### src/rtl/adaptive_binarize.sv
// Adaptive-threshold binariser with causal 3-tap horizontal majority filter.
// Threshold is the previous frame's centre-window mean minus an offset.
module adaptive_binarize #(
  parameter int OFFSET      = 32,
  parameter int INIT_THRESH = 512,
  parameter int FW          = 640,
  parameter int FH          = 480,
  parameter int WX0         = 192,
  parameter int WY0         = 112,
  parameter int WL          = 8
) (
  input  logic       iCLK,
  input  logic       iRST,
  input  logic       iDVAL,
  input  logic [9:0] iDATA,
  output logic       oDVAL,
  output logic [9:0] oDATA,
  output logic [9:0] oTHRESH,
  output logic       oFDONE
);

  localparam int XW = $clog2(FW);
  localparam int YW = $clog2(FH);
  localparam int SW = 10 + 2 * WL;
  localparam int WS = 1 << WL;

  localparam logic [XW-1:0] X_LAST = XW'(FW - 1);
  localparam logic [YW-1:0] Y_LAST = YW'(FH - 1);
  localparam logic [XW-1:0] X_W0   = XW'(WX0);
  localparam logic [XW-1:0] X_W1   = XW'(WX0 + WS - 1);
  localparam logic [YW-1:0] Y_W0   = YW'(WY0);
  localparam logic [YW-1:0] Y_W1   = YW'(WY0 + WS - 1);
  localparam logic [9:0]    OFF    = 10'(OFFSET);
  localparam logic [9:0]    THR0   = 10'(INIT_THRESH);

  logic [XW-1:0] r_x;
  logic [YW-1:0] r_y;
  logic [SW-1:0] r_sum;
  logic [9:0]    r_thresh;
  logic          r_fdone;
  logic          r_va;
  logic          r_da;
  logic [XW-1:0] r_xa;
  logic          r_h1;
  logic          r_h2;
  logic          r_dval;
  logic [9:0]    r_data;

  logic          w_last;
  logic          w_inwin;
  logic [SW-1:0] w_sum;
  logic [9:0]    w_mean;
  logic          w_dark;
  logic          w_maj;

  assign w_last  = (r_x == X_LAST) && (r_y == Y_LAST);
  assign w_inwin = (r_x >= X_W0) && (r_x <= X_W1) &&
                   (r_y >= Y_W0) && (r_y <= Y_W1);
  assign w_sum   = r_sum +
                   (w_inwin ? {{(SW-10){1'b0}}, iDATA} : '0);
  assign w_mean  = w_sum[SW-1 -: 10];
  assign w_dark  = iDATA < r_thresh;

  // raster position of the pixel being accepted
  always_ff @(posedge iCLK or negedge iRST) begin
    if (!iRST) begin
      r_x <= '0;
      r_y <= '0;
    end else if (iDVAL) begin
      if (w_last) begin
        r_x <= '0;
        r_y <= '0;
      end else if (r_x == X_LAST) begin
        r_x <= '0;
        r_y <= r_y + 1'b1;
      end else begin
        r_x <= r_x + 1'b1;
      end
    end
  end

  // window accumulation and per-frame threshold update
  always_ff @(posedge iCLK or negedge iRST) begin
    if (!iRST) begin
      r_sum    <= '0;
      r_thresh <= THR0;
      r_fdone  <= 1'b0;
    end else begin
      r_fdone <= 1'b0;
      if (iDVAL) begin
        if (w_last) begin
          r_sum    <= '0;
          r_thresh <= (w_mean > OFF) ? w_mean - OFF : '0;
          r_fdone  <= 1'b1;
        end else begin
          r_sum <= w_sum;
        end
      end
    end
  end

  // stage A: threshold compare against the current threshold
  always_ff @(posedge iCLK or negedge iRST) begin
    if (!iRST) begin
      r_va <= 1'b0;
      r_da <= 1'b0;
      r_xa <= '0;
    end else begin
      r_va <= iDVAL;
      if (iDVAL) begin
        r_da <= w_dark;
        r_xa <= r_x;
      end
    end
  end

  // majority vote; row start has no left neighbours
  always_comb begin
    w_maj = 1'b0;
    unique case (1'b1)
      (r_xa == '0):     w_maj = r_da;
      (r_xa == XW'(1)): w_maj = r_h1;
      default: w_maj = (r_da & r_h1) | (r_da & r_h2) |
                       (r_h1 & r_h2);
    endcase
  end

  // stage B: filter history and output register
  always_ff @(posedge iCLK or negedge iRST) begin
    if (!iRST) begin
      r_dval <= 1'b0;
      r_data <= '0;
      r_h1   <= 1'b0;
      r_h2   <= 1'b0;
    end else begin
      r_dval <= r_va;
      if (r_va) begin
        r_data <= w_maj ? 10'h000 : 10'h3FF;
        if (r_xa == '0) begin
          r_h1 <= r_da;
          r_h2 <= r_da;
        end else begin
          r_h2 <= r_h1;
          r_h1 <= r_da;
        end
      end
    end
  end

  assign oDVAL   = r_dval;
  assign oDATA   = r_data;
  assign oTHRESH = r_thresh;
  assign oFDONE  = r_fdone;

endmodule
### config.mk
export PLATFORM = sky130hd
export DESIGN_NAME = adaptive_binarize
export DESIGN_NICKNAME = d
export VERILOG_FILES = /design/src/rtl/adaptive_binarize.sv
export SDC_FILE = /design/constraint.sdc
export NUM_CORES = 1
export LEC_CHECK = 0
export CORE_MARGIN = 2
export CORE_UTILIZATION = 31
export DETAILED_ROUTE_END_ITERATION = 7
export SLEW_MARGIN = 20
export SYNTH_ARGS = -nofsm -noshare
export SYNTH_HDL_FRONTEND = slang
export SYNTH_SLANG_ARGS = --single-unit
### constraint.sdc
create_clock -name iCLK -period 5.2 [get_ports iCLK]
set_clock_uncertainty 0.2 [all_clocks]
set_input_delay 0.78 -clock iCLK [delete_from_list [all_inputs] [get_ports iCLK]]
set_output_delay 0.78 -clock iCLK [all_outputs]
set_load 0.1 [all_outputs]
==> summary.md, run 1 <==
| Metric | Value |
|---|---|
| Die width | `121 um` |
| Vias in the first global route | `3,225` |
| Max-slew headroom | `32.7%` |
| Power density over the cells | `345 nW/um2` |
| Syn nets | `475` |
| Starting DRT DRC Count | `158` |
| Final total power | `1740 uW` |
| LEAKAGE | `0.00214 uW` |
| I/O Pins | `35` |
| Mapped Area | `4240 um2` |
| Met1 Resource Use GR | `17.9%` |
| Final HPWL DP | `6.70 mm` |
| R2r setup slk | `810 ps` |
| Synth Warn # | `0` |
| Maximum fanout along the worst path | `11` |
| Nature of the critical path endpoint | `flop` |
| DRT antenna net count | `0` |
| Root buffer cell | `clkbuf_16` |
| Final period util | `84.5%` |
| Async S/R FF share, synth | `100%` |
| Total Nets Final | `503` |
| Post-Syn Instances | `437` |
| VDD IR-drop max | `0.161 mV` |
| Num CTS Buffers | `9` |
| Most common cell after layout, fill and taps aside | `dfrtp_1` |
| CTS Buffer Depth | `2` |
| Min Tclk post-route | `4390 ps` |
| Maximum level of the CTS H-tree | `3` |
| Placed Area | `4700 um2` |
| Worst slew pin tran | `1010 ps` |
| Highest clock rate | `228 MHz` |
| Cts repair resizes | `0` |
| Ys flop type | `dfrtp_1` |
| Drt first pass iters | `4` |
| Min-delay src | `r_va` |
| Final setup TNS | `0 ps` |
| Final setup viols | `0` |
| Clock transition at path regs | `60 ps` |
| Worst hold path class | `reg2reg` |
| CTS hold repair buffers | `0` |
| Vias post-DR | `3,232` |
| First-pass GRT wire length | `15.7 mm` |
| Floorplan core area | `13,300 um2` |
| Startpoint types | `flop` |
| Grt ovf | `0` |
| Synth area leader | `dfrtp_1` |
| Placed cell count | `630` |
| Starting density of the core | `31.9%` |
| TritonCTS clock tree | `built` |
| Row Count | `42` |
| Most used routing layer in global routing | `met2` |
| Routed wire length per instance | `14.5 um` |
| Grt met3 use | `3.01%` |
| Layout cell share with drive strength beyond 1 | `10.9%` |
| Sequential fraction of the synthesis area | `42.6%` |
| Clock Latency Late Sink | `330 ps` |
| Status | `finished clean` |
| Met2 Track Usage GR | `22.4%` |
| Worst endpoint required time | `5200 ps` |
| Reg2reg start | `r_y[0]` |
| Vias per cell | `5.00` |
| Top cells by area, synth | `dfrtp_1, ha_1, nor2_1, xor2_1, xnor2_1` |
| # diodes | `0` |
| GR Util All Layers | `13.5%` |
| Worst hold endpoint | `oDVAL` |
| Reg2reg path depth | `16` |
| Area growth syn-to-layout | `18.6%` |
| #FFs+latches synth | `72` |
| Initial antenna violation count | `0` |
| Crit path arrival time | `4400 ps` |
| Setup Buffers After CTS | `0` |
| Finished Layout Cells | `646` |
| Yosys cell types | `56` |
| Fin. max-slew vios | `0` |
| Post-synth top area share | `41.9%` |
| Syn avg cell area | `9.69 um2` |
| Fin util | `37.8%` |
| Reg-to-Reg End | `oTHRESH[6]` |
| Pin count of the biggest net entering global routing | `39` |
| Critical path start-end classification | `reg2reg` |
| Unrepaired setup endpoints after global routing | `no` |
| Final hold violations | `0` |
| Die span in y | `121 um` |
| Full die area | `14,600 um2` |
| Port bufs | `34` |
| Most frequent cells in the layout | `dfrtp_1, nor2_1, clkdlybuf4s50_1, nand2_1, ha_1` |
| Final wirelength | `9.36 mm` |
| Finished layout cell area | `5030 um2` |
| GP Congestion | `0.883` |
| Max cap viols | `0` |
| # clock sinks | `72` |
| DRC viols | `0` |
| EDFF count, synth | `0` |
| Worst Hold Depth | `0` |
synthesized netlist by cell type (all sizes together) (6+ instances only):
library cell	count
dfrtp	71
nor2	41
nand2	30
o21ai	27
ha	24
inv	24
nand3	23
a21oi	21
xor2	20
xnor2	16
buf	15
o2bb2ai	13
and2	11
mux2	11
nand4	9
o31ai	9
nor2b	7
a21o	6
clkbuf	6
or2	6
metal layers:
metal | vias up | wire, um
met5 | - | 0
met4 | 0 | 70
met3 | 7 | 281
met2 | 50 | 4620
met1 | 1588 | 4380
li1 | 1587 | -
logic make-up after synthesis:
family,Yosys count,share of synthesized area [%]
muxes,13,3.40
adders and majority gates,25,7.56
buffers and inverters,46,5.02
and+or+nand+nor,145,17.0
AOI/OAI and AO/OA,100,16.3
DFF,72,42.6
xor gates and xnor gates,36,8.15
how the worst max path moves through the flow:
stage,slack [ps],start,depth (start not counted),endpoint
4_1_cts,820,r_y[0],16,oTHRESH[6]
3_5_place_dp,850,r_y[0],16,oTHRESH[6]
5_1_grt,390,r_y[0],16,oTHRESH[0]
2_1_floorplan,1310,r_y[4],18,oTHRESH[9]
3_3_place_gp,1020,r_y[4],18,oTHRESH[6]
6_report,810,r_y[0],16,oTHRESH[6]
critical path, stage by stage (launching register included):
cell and delay, ps:
dfrtp_1 420, nand3_1 130, nor2_1 260, nand4_1 150, nand3_1 100, o21a_1 120, nor3_1 50, buf_4 170
and2_1 160, ha_1 340, nand3_1 110, o211ai_1 740, o21ai_1 230, xor2_2 360, nand4_1 260, nor3_4 360
a211oi_1 100
cell type report:
class,instances,area (um2)
fillers,1314,8270
clock inverters,5,80.1
clock buffers,11,243
repair buffers,38,365
flip-flops and latches,72,1800
inverters,25,93.8
well taps,176,220
multi-input cells,319,2220
metrics by stage:
step | setup WS, ps | hold WS [ps]
2_1_floorplan | 1310 | 241
5_1_grt | 393 | 305
3_3_place_gp | 1020 | 274
6_report | 808 | 286
3_5_place_dp | 848 | 281
4_1_cts | 825 | 290
power by group:
group	internal (uW)	leakage (uW)	total (uW)	switching, uW
Combinational	111	0.00104	405	294
Sequential	610	0.000947	663	52.4
Clock	432	0.000152	668	236
sequential cells by signal (all words and copies together) (netlist names):
signal,flops
oDATA,1
r_h2,1
r_sum,26
oDVAL,1
r_da,1
oTHRESH,10
r_x,10
r_y,9
r_va,1
oFDONE,1
r_xa,10
r_h1,1
No activity file was read; power rests on OpenSTA's default activity.
==> run 2, diff against run 1 <==
Clock period 5.2 ns to 4.2 ns, I/O delays scaled along.
==> run 2 against run 1 <==
Compared with the run above: worst setup slack lost 590 ps; maximum frequency up 10%; flip-flop and latch count did not move; via count is 2.6% higher; core utilization up 0.87 points; critical path type unchanged; largest power group is now registers.
==> summary.md, run 2 (same netlist as run 1, synthesis figures left out) <==
| Metric | Value |
|---|---|
| CTS Buffer Depth | `2 (unchanged)` |
| DRT antenna net count | `0 (unchanged)` |
| Root buffer cell | `clkbuf_16` |
| Finished layout cell area | `5140 um2 (+2.3%)` |
| Placed Area | `4760 um2 (+1.1%)` |
| Clk pwr share | `34.5% (-4.0 points)` |
| Crit path launch | `r_y[1]` |
| Flop pwr share | `40.5% (+2.3 points)` |
| First-pass GRT wire length | `16.2 mm (+2.8%)` |
| Port bufs | `34 (unchanged)` |
| R2r setup slk | `210 ps (-590 ps)` |
| Crit path arrival time | `3990 ps (-410 ps)` |
| Power density over the cells | `393 nW/um2 (+14%)` |
| # clock sinks | `72 (unchanged)` |
| Max cap viols | `0 (unchanged)` |
| CP endpoint | `oTHRESH[6]` |
| Final period util | `94.9% (+10 points)` |
| Vias post-DR | `3,316 (+2.6%)` |
| Nature of the critical path endpoint | `flop` |
| Final total power | `2020 uW (+17%)` |
| Area growth syn-to-layout | `21.4%` |
| Maximum level of the CTS H-tree | `3 (unchanged)` |
| Worst endpoint required time | `4200 ps (-1000 ps)` |
| Finished Layout Cells | `658 (+1.9%)` |
| Initial antenna violation count | `0 (unchanged)` |
| Final setup margin | `214 ps (-594 ps)` |
| # diodes | `0 (unchanged)` |
| Floorplan core area | `13,300 um2 (unchanged)` |
| Reg2reg start | `r_y[1]` |
| Worst hold path class | `in2async` |
| Num CTS Buffers | `9 (unchanged)` |
| Reg2reg path depth | `18 (+2)` |
| GR Util All Layers | `13.8% (+0.25 points)` |
| Layout cell share with drive strength beyond 1 | `15.6% (+4.7 points)` |
| Final HPWL DP | `6.78 mm (+1.2%)` |
| Row Count | `42 (unchanged)` |
| TritonCTS clock tree | `built` |
| Highest clock rate | `251 MHz (+10%)` |
| Final wirelength | `9.43 mm (+0.74%)` |
| I/O Pins | `35 (unchanged)` |
| Fillers | `1,291 (-1.8%)` |
| Final setup viols | `0 (unchanged)` |
| Final hold violations | `0 (unchanged)` |
| Routed wire length per instance | `14.3 um (-1.1%)` |
| Total Nets Final | `517 (+2.8%)` |
| Clock Latency Late Sink | `330 ps (about the same)` |
| Starting DRT DRC Count | `157 (-0.63%)` |
| Vias per cell | `5.04 (+0.73%)` |
| NetSw | `683 uW (+17%)` |
| Startpoint types | `flop` |
| Place WS | `89.5 ps (-758 ps)` |
| Pin count of the biggest net entering global routing | `44 (+13%)` |
| Placed cell count | `637 (+1.1%)` |
| Comb pwr share | `25.0% (+1.7 points)` |
| Critical path start-end classification | `reg2reg` |
| Net Sw Frac | `33.8% (+0.22 points)` |
| Clock transition at path regs | `50 ps (about the same)` |
| Drt first pass iters | `5 (+1)` |
| Most common cell after layout, fill and taps aside | `dfrtp_1` |
| VDD IR-drop max | `0.256 mV (+59%)` |
| Worst slew pin tran | `1050 ps (+45.3 ps)` |
| Die width | `121 um (unchanged)` |
| Maximum fanout along the worst path | `9 (-2)` |
| Min Tclk post-route | `3990 ps (-406 ps)` |
| Internal power | `1340 uW (+16%)` |
| LEAKAGE | `0.00219 uW (+2.2%)` |
| Reg-to-Reg End | `oTHRESH[6]` |
| GP Congestion | `0.842 (-4.6%)` |
| Full die area | `14,600 um2 (unchanged)` |
| Max-slew headroom | `29.6% (-3.0 points)` |
| Die span in y | `121 um (unchanged)` |
| Status | `finished clean` |
| Vias in the first global route | `3,340 (+3.6%)` |
| Most frequent cells in the layout | `dfrtp_1, nor2_1, clkdlybuf4s50_1, nand2_1` |
| Grt ovf | `0 (unchanged)` |
| Fin. max-slew vios | `0 (unchanged)` |
| Starting density of the core | `31.9% (unchanged)` |
| DRC viols | `0 (unchanged)` |
| Top reg by flops | `r_sum` |
| Max reg flops | `26 (unchanged)` |
| CTS hold repair buffers | `0 (unchanged)` |
==> run 2: cell types whose count changed in the layout (fill, tap and decap cells not counted), sizes merged <==
cell,change
clkbuf,+3
buf,+14
clkinv,-1
bufinv,-2
clkinvlp,-2
==> run 2: stage by stage <==
step / utilization (%) / hold WS [ps] / TNS [ps]
6_report: 38.7 / 141 / 0
5_1_grt: 38.7 / 207 / -426
4_1_cts: 37.8 / 159 / 0
3_5_place_dp: 35.8 / 271 / 0
3_3_place_gp: 35.8 / 271 / 0
2_1_floorplan: - / 134 / 0
==> run 2: metal layers <==
metal	global-route usage (%)	part of all wire, %	up-vias
li1	-	-	1615
met1	18.3	47	1639
met2	22.1	48	54
met3	3.34	3.3	8
met4	4.22	0.82	0
met5	0	0	-
==> run 2: worst min-delay path by stage <==
stage	start	to	cells after the start
floorplan	iRST	oDATA[8]	0
global placement	r_va	oDVAL	0
detailed placement	r_va	oDVAL	0
CTS	iRST	r_sum[25]	1
global route	iRST	r_sum[25]	1
finish	iRST	r_sum[25]	1
==> run 2: worst max-delay path, stage by stage (launching register included) <==
cell       delay [ps]
dfrtp_1           400
nand3_1           160
nor2_4            150
nand4_1           120
nand3_1           100
o21a_1            140
nor3_2             50
buf_4             160
and2_1            160
ha_1              350
nand3_1           110
or2_1             270
a21oi_2           300
o2111ai_2         220
xor2_2            300
nand4_1           220
nor3_4            240
buf_6             150
a211oi_1           50
==> run 2: power by group through the flow <==
stage	registers [uW]	clock network [uW]	logic, uW
finish	819	698	505
global route	830	752	536
CTS	820	719	506
global placement	827	0	500
detailed placement	832	0	505
floorplan	844	0	400
==> run 2: area by class of cell <==
type                            instances  area [um2]  share of cell area, %
Timing Repair Buffer                   52         474                   9.22
Inverter                               25        93.8                   1.83
Sequential cell                        72        1810                   35.1
Tap cell                              176         220                   4.28
Clock buffer                           14         274                   5.33
Multi-Input combinational cell        319        2270                   44.2
==> run 2: repair_timing <==
action | CTS | global route
buffers inserted | 0 | 7
gates resized for setup | 0 | 18
endpoints found under the setup margin | 0 | 11
